--- src/rtl/hilo_div_seq.sv ---
// hilo_div_seq: multi-cycle radix-2 restoring divider producing {HI=remainder, LO=quotient} for DIV/DIVU
//
// Ports:
//   clk           rising-edge clock
//   rst           synchronous active-high reset
//   start_i       divide request, held by EX until the result is consumed
//   annul_i       abort request (pipeline flush)
//   signed_div_i  1=DIV (signed), 0=DIVU; only honoured when HILO_DIV_SIGNED_EN is defined
//   opdata1_i     dividend, sampled on the accepting edge
//   opdata2_i     divisor, sampled on the accepting edge
//   result_o      {remainder, quotient}, valid while ready_o=1, else 0
//   ready_o       result valid
//   stallreq_o    combinational pipeline stall request
//
// Build option: define HILO_DIV_SIGNED_EN to enable signed division; otherwise every divide is unsigned.
module hilo_div_seq #(
  parameter int DATA_W = 32,
  parameter int CNT_W  = 6
) (
  input  logic                clk,
  input  logic                rst,
  input  logic                start_i,
  input  logic                annul_i,
  input  logic                signed_div_i,
  input  logic [DATA_W-1:0]   opdata1_i,
  input  logic [DATA_W-1:0]   opdata2_i,
  output logic [2*DATA_W-1:0] result_o,
  output logic                ready_o,
  output logic                stallreq_o
);
  typedef enum logic [1:0] {IDLE, BYZERO, ON, DONE} state_t;
  state_t state, state_n;
  logic [CNT_W-1:0] cnt;
  logic [2*DATA_W:0] partial, partial_n;
  logic [DATA_W-1:0] divisor, diff, quot, rem, quot_f, rem_f, a_mag, b_mag;
  logic accept, last, ge, finish;
  assign accept = state == IDLE && start_i && !annul_i;
  assign last = cnt == CNT_W'(DATA_W - 1);
  assign finish = state == ON && !annul_i && last;
  assign stallreq_o = accept || state == ON || state == BYZERO;
  // partial = {remainder (DATA_W bits), next dividend bit, remaining dividend/quotient bits};
  // the compare uses DATA_W+1 bits so a remainder above 2**(DATA_W-1) is not truncated, while
  // the subtraction result always fits DATA_W bits once it is known to be non-negative.
  always_comb begin
    ge = partial[2*DATA_W:DATA_W] >= {1'b0, divisor};
    diff = partial[2*DATA_W-1:DATA_W] - divisor;
    partial_n = ge ? {diff, partial[DATA_W-1:0], 1'b1} : {partial[2*DATA_W-1:0], 1'b0};
    quot = partial_n[DATA_W-1:0];
    rem = partial_n[2*DATA_W:DATA_W+1];
  end
`ifdef HILO_DIV_SIGNED_EN
  logic neg_q, neg_r;
  assign a_mag = (signed_div_i && opdata1_i[DATA_W-1]) ? -opdata1_i : opdata1_i;
  assign b_mag = (signed_div_i && opdata2_i[DATA_W-1]) ? -opdata2_i : opdata2_i;
  assign quot_f = neg_q ? -quot : quot;
  assign rem_f = neg_r ? -rem : rem;
  always_ff @(posedge clk) begin
    if (rst) begin
      neg_q <= 1'b0;
      neg_r <= 1'b0;
    end else if (accept) begin
      neg_q <= signed_div_i && (opdata1_i[DATA_W-1] ^ opdata2_i[DATA_W-1]);
      neg_r <= signed_div_i && opdata1_i[DATA_W-1];
    end
  end
`else
  logic unused_signed;
  assign unused_signed = signed_div_i;
  assign a_mag = opdata1_i;
  assign b_mag = opdata2_i;
  assign quot_f = quot;
  assign rem_f = rem;
`endif
  always_ff @(posedge clk) state <= rst ? IDLE : state_n;
  always_comb begin
    state_n = state;
    case (state)
      IDLE:    state_n = accept ? (opdata2_i == '0 ? BYZERO : ON) : IDLE;
      BYZERO:  state_n = DONE;
      ON:      state_n = annul_i ? IDLE : (last ? DONE : ON);
      DONE:    state_n = start_i ? DONE : IDLE;
      default: state_n = IDLE;
    endcase
  end
  always_ff @(posedge clk) begin
    if (rst) begin
      cnt <= '0;
      partial <= '0;
      divisor <= '0;
      ready_o <= 1'b0;
      result_o <= '0;
    end else begin
      ready_o <= state_n == DONE;
      result_o <= finish ? {rem_f, quot_f} : (state == DONE && start_i) ? result_o : '0;
      if (accept) begin
        cnt <= '0;
        partial <= {{DATA_W{1'b0}}, a_mag, 1'b0};
        divisor <= b_mag;
      end else if (state == ON && !annul_i) begin
        cnt <= cnt + 1'b1;
        partial <= partial_n;
      end
    end
  end
endmodule

--- config.mk ---
export PLATFORM = sky130hd
export DESIGN_NAME = hilo_div_seq
export DESIGN_NICKNAME = d
export VERILOG_FILES = /design/src/rtl/hilo_div_seq.sv
export SDC_FILE = /design/constraint.sdc
export NUM_CORES = 1
export LEC_CHECK = 0
export ABC_CLOCK_PERIOD_IN_PS = 6100
export BUFFER_PORTS_ARGS = -buffer_cell sky130_fd_sc_hd__buf_4
export CAP_MARGIN = 0
export CORE_AREA = 10 10 128 130
export DETAILED_ROUTE_END_ITERATION = 10
export DIE_AREA = 0 0 138 140
export PLACE_DENSITY = 0.8
export SLEW_MARGIN = 20
export SYNTH_ARGS = -nofsm -noshare
export SYNTH_HDL_FRONTEND = slang
export SYNTH_SLANG_ARGS = --single-unit
--- constraint.sdc ---
create_clock -name clk -period 6.1 [get_ports clk]
set_input_delay 0 -clock clk [delete_from_list [all_inputs] [get_ports clk]]
set_output_delay 0 -clock clk [all_outputs]
set_load 0.1 [all_outputs]
==> run metrics, run 1 <==
I/O Pins 135; pwr dens 275 nW/µm²; IO buf count 133; gr usage total 0.230; Ant. Diodes 0; Slowest cell on crit path a21oi_4; CP max stage delay 0.68 ns; clock slew at reported path FFs 0.06 ns; CTS H-tree lvls 4; synth-to-layout area growth 27.0%; Post-synth ARST share 0; clock root buffer clkbuf_16; Critical Path Source Type register; FF+latch area 3400 µm²; CTS sink count 170; Seq pwr share 0.400; post-cts resize count 0; Worst EP arrival 3.90 ns; clock share of power 0.386; crit path cell chain inv_1 -> ha_1 -> a21oi_1 -> o22ai_1 -> nor2_1 -> o21ai_2 -> a21oi_2 -> o21ai_2 -> a21oi_4 -> buf_4 -> mux2i_1 -> a21oi_1; EDFF count, synth 0; Starting Density 0.604; reg2reg end partial[63]$_SDFFE_PP0P_; mean post-synth cell area 8.00 µm²; Slew @ Worst Pin 1.07 ns; minimum clock period 3.62 ns; status complete, no violations; delay-heaviest family, CP compound AO/OA/AOI/OAI gates; final WL 23700 µm; maximum vdd drop 0.000215 V; Slew HR 0.288; initial antenna violation count 0; hold_ws 0.0544 ns; Die Y 140 µm; pin count of the biggest net entering global routing 104; antenna-violating nets left 0; worst hold stages 5; Final setup viols 0; FILL cells 1017; Sum Neg Setup Slack 0 ns; top_reg_cell synth dfxtp_1; crit path kind register to register; fmax 276 MHz; Logic pwr share 0.213; commonest cells after routing, fill and taps aside 190 x nand2_1, 170 x dfxtp_1, 143 x buf_4; first-pass GRT wire length 38000 µm; CTS tree yes; Pins Over Slew Limit 0; RSZ-0062 raised after global routing false; Synth Instances 1041; Ys Warns 0; vias in the first global route 7721; detailed-route DRC error count 0; distinct cell type count after synthesis 58; launch point of the worst hold path start_i; commonest non-fill, non-tap cell in the layout nand2_1; initial drt markers 767; Overflow after GRT 0; area of the multi-input gates 4460 µm²; Int Pwr 2.07 mW; R2R depth 12; FF-to-FF setup slack 2.48 ns; sw frac 0.290; Tightest Hold Check Type primary input to register; Syn Nets 1144; first drt pass iteration count 5; die area 19300 µm²; CP Capture Type register; Die W 138 µm; top fanout value on the critical path 25; Hold Path Sink state[1]$_SDFF_PP0_; critical path buffer and inverter count 2; Max-cap violations 0; FP Rows 43; Clock Skew 0.0107 ns; post-synthesis sequential area ratio 0.409; total CTS buffers 17; Final Net Count 1291; period utilization 0.594; Vias/cell 5.84; final hold violation count 0; R2R Path Start divisor[8]$_SDFFE_PP0P_; clk_lat worst skew 0.44 ns; WP data required 6.38 ns; core area 13800 µm²; GPL Wtd Cong 0.938; DR WL/cell 17.2 µm; DP HPWL 15300 µm; clk buf depth 2; share of cells above drive strength 1 0.161; Leakage 4.42 nW; Vias 8069; fin util 0.768; Mapped Area 8320 µm²; Synth Register Bits 170; Switch Pwr 0.844 mW
-- registers in the layout (all words and copies together) (netlist names) --
register / flops
state: 2
partial: 65
ready_o: 1
result_o: 64
divisor: 32
cnt: 6
-- kinds of logic (layout without fill, tap and decap cells) --
kind of cell	after synthesis	in the layout	synth area share
AOI/OAI and AO/OA	289	289	0.221
xor gates and xnor gates	33	33	0.0347
adders and majority gates	34	34	0.0520
buffers and inverters	120	280	0.0579
DFF	170	170	0.409
muxes	31	31	0.0374
and+or+nand+nor	364	364	0.188
-- worst register-to-register path: stages, from the launching register on --
cell,delay (ns)
dfxtp_1,0.33
inv_1,0.05
ha_1,0.35
a21oi_1,0.31
o22ai_1,0.12
nor2_1,0.12
o21ai_2,0.12
a21oi_2,0.25
o21ai_2,0.13
a21oi_4,0.68
buf_4,0.47
mux2i_1,0.42
a21oi_1,0.12
-- synth_stat cells, types with 16 or more instances --
| library cell | count | share of area |
|---|---|---|
| a21oi_1 | 94 | 0.057 |
| a22oi_1 | 33 | 0.030 |
| a311oi_1 | 32 | 0.034 |
| clkbuf_1 | 59 | 0.027 |
| dfxtp_1 | 170 | 0.41 |
| ha_1 | 33 | 0.050 |
| inv_1 | 40 | 0.018 |
| mux2i_1 | 30 | 0.036 |
| nand2_1 | 191 | 0.086 |
| nand4_1 | 19 | 0.014 |
| nor2_1 | 95 | 0.043 |
| o21ai_0 | 70 | 0.042 |
| xnor2_1 | 17 | 0.018 |
| xor2_1 | 16 | 0.017 |
-- power groups by stage --
| stage | registers, mW | logic [mW] | clock network, mW |
|---|---|---|---|
| after floorplan | 1.18 | 0.445 | 0 |
| after CTS | 1.16 | 0.612 | 1.13 |
| after global placement | 1.19 | 0.564 | 0 |
| after detailed placement | 1.19 | 0.570 | 0 |
| after global routing | 1.17 | 0.675 | 1.17 |
| final | 1.17 | 0.621 | 1.12 |
-- metrics by stage --
step	setup slack [ns]	cells	total power, mW	area (µm²)
2_1_floorplan	3.50	1041	1.63	8320
3_3_place_gp	2.65	1284	1.75	9310
3_5_place_dp	2.60	1284	1.76	9310
4_1_cts	2.55	1381	2.91	10600
5_1_grt	2.25	1381	3.02	10600
6_report	2.48	1381	2.91	10600
-- cell type report --
class,instances,area share
inverters,40,0.0142
multi-input cells,751,0.422
clock inverters,14,0.0162
clock buffers,18,0.0415
flip-flops and latches,170,0.322
well taps,180,0.0213
repair buffers,208,0.163
-- worst max-delay path by stage --
stage / from / end / slack, ns / cells after the start
finish: divisor[8]$_SDFFE_PP0P_ / partial[63]$_SDFFE_PP0P_ / 2.48 / 12
global route: divisor[6]$_SDFFE_PP0P_ / result_o[62]$_SDFFE_PP0P_ / 2.25 / 12
CTS: divisor[8]$_SDFFE_PP0P_ / partial[63]$_SDFFE_PP0P_ / 2.55 / 12
detailed placement: divisor[8]$_SDFFE_PP0P_ / partial[63]$_SDFFE_PP0P_ / 2.60 / 12
global placement: divisor[2]$_SDFFE_PP0P_ / partial[63]$_SDFFE_PP0P_ / 2.65 / 12
floorplan: partial[32]$_SDFFE_PP0P_ / partial[63]$_SDFFE_PP0P_ / 3.50 / 13
-- repair_timing --
item,CTS,global route
hold buffers,65,0
buffers inserted,0,0
hold endpoints to repair,65,0
-- metal layers --
metal  GRT usage  vias up  part of all wire
met4      0.0899        0             0.029
met1       0.282     3804              0.44
li1            -     3935                 -
met2       0.379      281              0.47
met3      0.0602       49             0.066
met5           0        -                 0
Power figures use the tool's default switching activity.
==> run 2, diff against run 1 <==
- ABC_CLOCK_PERIOD_IN_PS: 6100 -> 3800
- CORE_AREA: 10 10 128 130 -> 10 10 132 134
- DIE_AREA: 0 0 138 140 -> 0 0 142 144
- PLACE_DENSITY: 0.8 -> 0.76
- clock period: 6.1 -> 3.8 ns (I/O delays scaled with it)
==> run metrics, run 2 (synthesized netlist as in run 1, its figures left out) <==
area of the multi-input gates 4470 µm²; reg2reg end partial[36]$_SDFFE_PP0P_; final worst slack 0.485 ns; core area 14900 µm²; initial antenna violation count 0; sw frac 0.295; placed cell areas 9370 µm²; Int Pwr 3.18 mW; Final Net Count 1296; fmax 302 MHz; worst setup path startpoint divisor[18]$_SDFFE_PP0P_; commonest non-fill, non-tap cell in the layout nand2_1; clk buf depth 2; Starting Density 0.560; gr usage total 0.218; Slew HR 0.328; antenna-violating nets left 0; WP data required 4.07 ns; status complete, no violations; minimum clock period 3.32 ns; fin util 0.712; Seq pwr share 0.414; share of cells above drive strength 1 0.163; total CTS buffers 17; Worst Setup EP partial[36]$_SDFFE_PP0P_; Logic pwr share 0.226; commonest cells after routing, fill and taps aside 190 x nand2_1, 170 x dfxtp_1, 146 x buf_4; FILL cells 1180; GPL Wtd Cong 0.939; DP HPWL 15300 µm; pwr dens 427 nW/µm²; initial drt markers 627; Die Y 144 µm; crit path kind register to register; DR WL/cell 16.5 µm; Clock Skew 0.00756 ns; clock root buffer clkbuf_16; maximum vdd drop 0.000293 V; CTS tree yes; Critical Path Source Type register; detailed-route DRC error count 0; Post CTS Setup Buffer Count 0; Sum Neg Setup Slack 0 ns; CTS sink count 170; cell area after layout 10600 µm²; clk_lat worst skew 0.43 ns; Slew @ Worst Pin 1.01 ns; clock share of power 0.360; FF+latch area 3400 µm²; first drt pass iteration count 5; R2R Path Start divisor[18]$_SDFFE_PP0P_; Final setup viols 0; Biggest register partial; Vias 7928; pin count of the biggest net entering global routing 101; RSZ-0062 raised after global routing false; I/O Pins 135; Overflow after GRT 0; max reg flops 65; Max-cap violations 0; Worst EP arrival 3.58 ns; IO buf count 133; period utilization 0.872; die area 20400 µm²; CP Capture Type register; FP Rows 45; Tightest Hold Check Type primary input to register; Pins Over Slew Limit 0; vias in the first global route 7526; clock slew at reported path FFs 0.07 ns; FF-to-FF setup slack 0.48 ns; R2R depth 12; Leakage 4.42 nW; final hold violation count 0; Die W 142 µm; CTS H-tree lvls 4; top fanout value on the critical path 16; Setup WS pre-CTS 0.555 ns; Power, Total 4.52 mW; top flop regs partial x65, result_o x64, divisor x32; final WL 23000 µm; synth-to-layout area growth 27.1%; first-pass GRT wire length 36700 µm; Switch Pwr 1.33 mW; Vias/cell 5.68
[run 2: cell types whose count changed in the layout (fill, tap and decap cells not counted), moves of 2 or more]
cell,delta
bufinv_16,-2
diode_2,+2
clkinv_4,-2
inv_6,+3
buf_4,+3
[run 2: routing by layer]
layer,share of wire,GRT usage
met1,0.43,0.263
met2,0.47,0.354
met3,0.071,0.0663
met4,0.026,0.0904
met5,0,0
[run 2: area by class of cell]
cell class	count	area share
diodes	2	0.000473
clock buffers	18	0.0406
clock inverters	13	0.0110
inverters	40	0.0142
multi-input cells	751	0.422
flip-flops and latches	170	0.322
well taps	188	0.0222
repair buffers	213	0.168
[run 2: critical path, stage by stage (launching register included)]
cell       delay, ns
dfxtp_1         0.34
inv_1           0.05
ha_1            0.38
a21oi_1         0.20
o21a_1          0.17
a2bb2oi_2       0.17
nand2_1         0.08
a21oi_2         0.22
o21ai_2         0.13
a21oi_4         0.66
buf_4           0.32
mux2i_1         0.32
a21oi_1         0.11
[run 2: metrics by stage]
stage | hold slack, ns | std cells
floorplan | 0.136 | 1041
global placement | 0.261 | 1296
detailed placement | 0.268 | 1296
CTS | 0.0583 | 1393
global route | 0.0893 | 1393
finish | 0.0714 | 1395
[run 2: power by group through the flow]
stage	registers, mW	clock network, mW	logic (mW)
2_1_floorplan	1.90	0	0.714
3_3_place_gp	1.91	0	0.939
3_5_place_dp	1.91	0	0.946
4_1_cts	1.87	1.64	1.01
5_1_grt	1.87	1.72	1.11
6_report	1.87	1.63	1.02
[run 2: timing repair]
action	CTS	global route
gates resized for setup	0	0
endpoints found under the hold margin	71	0
hold buffers	66	0
endpoints found under the setup margin	0	0
[run 2: worst min-delay path by stage]
stage	start	cells past startpoint	endpoint	slack, ns
after floorplan	opdata2_i[10]	2	divisor[10]$_SDFFE_PP0P_	0.14
after global placement	opdata2_i[17]	3	divisor[17]$_SDFFE_PP0P_	0.26
after detailed placement	opdata2_i[17]	3	divisor[17]$_SDFFE_PP0P_	0.27
after CTS	start_i	5	state[1]$_SDFF_PP0_	0.06
after global routing	start_i	5	state[1]$_SDFF_PP0_	0.09
final	start_i	5	state[1]$_SDFF_PP0_	0.07
==> run 3, diff against run 2 <==
- CORE_AREA: 10 10 132 134 -> 2 2 122 124
- CTS_BUF_LIST: not set -> sky130_fd_sc_hd__clkbuf_4 sky130_fd_sc_hd__clkbuf_8
- CTS_CLUSTER_SIZE: not set -> 10
- DIE_AREA: 0 0 142 144 -> 0 0 124 126
- PLACE_DENSITY: 0.76 -> 0.78
==> run metrics, run 3 (synthesized netlist as in run 1, its figures left out) <==
status complete, no violations; post-cts resize count 0; Tightest Hold Check Type primary input to register; fmax 313 MHz; vias in the first global route 7640; Critical Path Source Type register; Slew HR 0.330; gr usage total 0.289; RSZ-0062 raised after global routing false; commonest non-fill, non-tap cell in the layout nand2_1; cell area after layout 10500 µm²; period utilization 0.840; top fanout value on the critical path 33; top flop regs partial x65, result_o x64, divisor x32; clock slew at reported path FFs 0.09 ns; minimum clock period 3.19 ns; CTS tree yes; CTS H-tree lvls 4; FILL cells 1095; pwr dens 394 nW/µm²; Max-cap violations 0; total CTS buffers 17; Sum Neg Setup Slack 0 ns; Final setup viols 0; I/O Pins 135; commonest cells after routing, fill and taps aside 190 x nand2_1, 170 x dfxtp_1, 145 x buf_4; Vias/cell 5.80; first drt pass iteration count 5; FF+latch area 3400 µm²; Pins Over Slew Limit 0; area of the multi-input gates 4460 µm²; placed cell areas 9350 µm²; initial antenna violation count 0; Final Net Count 1309; Vias 8140; CTS Hold Bufs 80; detailed-route DRC error count 0; Worst EP arrival 3.53 ns; CP Capture Type register; GPL Wtd Cong 0.954; max reg flops 65; FF-to-FF setup slack 0.61 ns; first-pass GRT wire length 36300 µm; Biggest register partial; pin count of the biggest net entering global routing 74; synth-to-layout area growth 26.5%; antenna-violating nets left 0; clk buf depth 2; FP Rows 44; final hold violation count 0; clk_lat worst skew 0.47 ns; CTS sink count 170; Slew @ Worst Pin 1.00 ns; crit path kind register to register; Post CTS Setup Buffer Count 0; maximum vdd drop 0.000230 V; share of cells above drive strength 1 0.161; Starting Density 0.582; IO buf count 133; DP HPWL 14300 µm; Overflow after GRT 0; initial drt markers 694; Die Y 126 µm; Ant. Diodes 0; Clock Skew 0.0168 ns; DR WL/cell 16.1 µm; clock root buffer clkbuf_8; die area 15600 µm²; Die W 124 µm; WP data required 4.14 ns; Leakage 4.44 nW; final WL 22500 µm; core area 14300 µm²
## run 3: cell count changes in the layout (fill, tap and decap cells not counted), moves of 2 or more
cell / previous run / this run
clkbuf_4: 0 / 3
dlygate4sd3_1: 66 / 80
clkbuf_8: 0 / 18
clkinvlp_4: 3 / 1
clkbuf_16: 17 / 0
clkinv_2: 4 / 2
diode_2: 2 / 0
## run 3: path summary, 6_finish.rpt
kind,start,to,depth (start not counted)
min,start_i,state[1]$_SDFF_PP0_,5
min reg2reg,result_o[54]$_SDFFE_PP0P_,result_o[54]$_SDFFE_PP0P_,2
max reg2reg,divisor[14]$_SDFFE_PP0P_,result_o[33]$_SDFFE_PP0P_,12
max,divisor[14]$_SDFFE_PP0P_,result_o[33]$_SDFFE_PP0P_,12
## run 3: report_power, final
| part | leakage [nW] | switching (mW) | internal (mW) |
|---|---|---|---|
| registers | 1.38 | 0.0371 | 1.83 |
| logic | 2.86 | 0.573 | 0.447 |
| clock network | 0.198 | 0.687 | 0.569 |
| total | 4.44 | 1.30 | 2.85 |
## run 3: final cells by class
cell class | instances | area share
clock inverter | 11 | 0.0106
sequential | 170 | 0.323
timing repair buffer | 226 | 0.181
tap | 184 | 0.0219
clock buffer | 21 | 0.0257
inverter | 40 | 0.0143
multi-input combinational | 751 | 0.423
## run 3: critical path, stage by stage (launching register included)
cell and delay, ns:
dfxtp_1 0.40, inv_1 0.06, ha_1 0.37, a21oi_1 0.20, o21ai_1 0.11, a2bb2oi_2 0.18
nand2_1 0.09, a21oi_2 0.22, o21ai_2 0.12, a21oi_4 0.50, buf_12 0.29, mux2i_1 0.35
o21ai_0 0.13
## run 3: per-stage QoR
| stage | hold slack [ns] | worst slack, ns | cells | utilization | total power, mW |
|---|---|---|---|---|---|
| 2_1_floorplan | 0.136 | 1.20 | 1041 | - | 2.61 |
| 3_3_place_gp | 0.259 | 0.750 | 1291 | 0.653 | 2.82 |
| 3_5_place_dp | 0.268 | 0.703 | 1291 | 0.653 | 2.84 |
| 4_1_cts | 0.0129 | 0.658 | 1403 | 0.736 | 4.14 |
| 5_1_grt | 0.104 | 0.397 | 1403 | 0.736 | 4.32 |
| 6_report | 0.0229 | 0.607 | 1403 | 0.736 | 4.15 |
## run 3: metal layers
metal / track usage / wire (µm) / vias up
li1: - / - / 3964
met1: 0.377 / 9920 / 3837
met2: 0.471 / 10800 / 287
met3: 0.0503 / 1210 / 52
met4: 0.118 / 638 / 0
met5: 0 / 0 / -
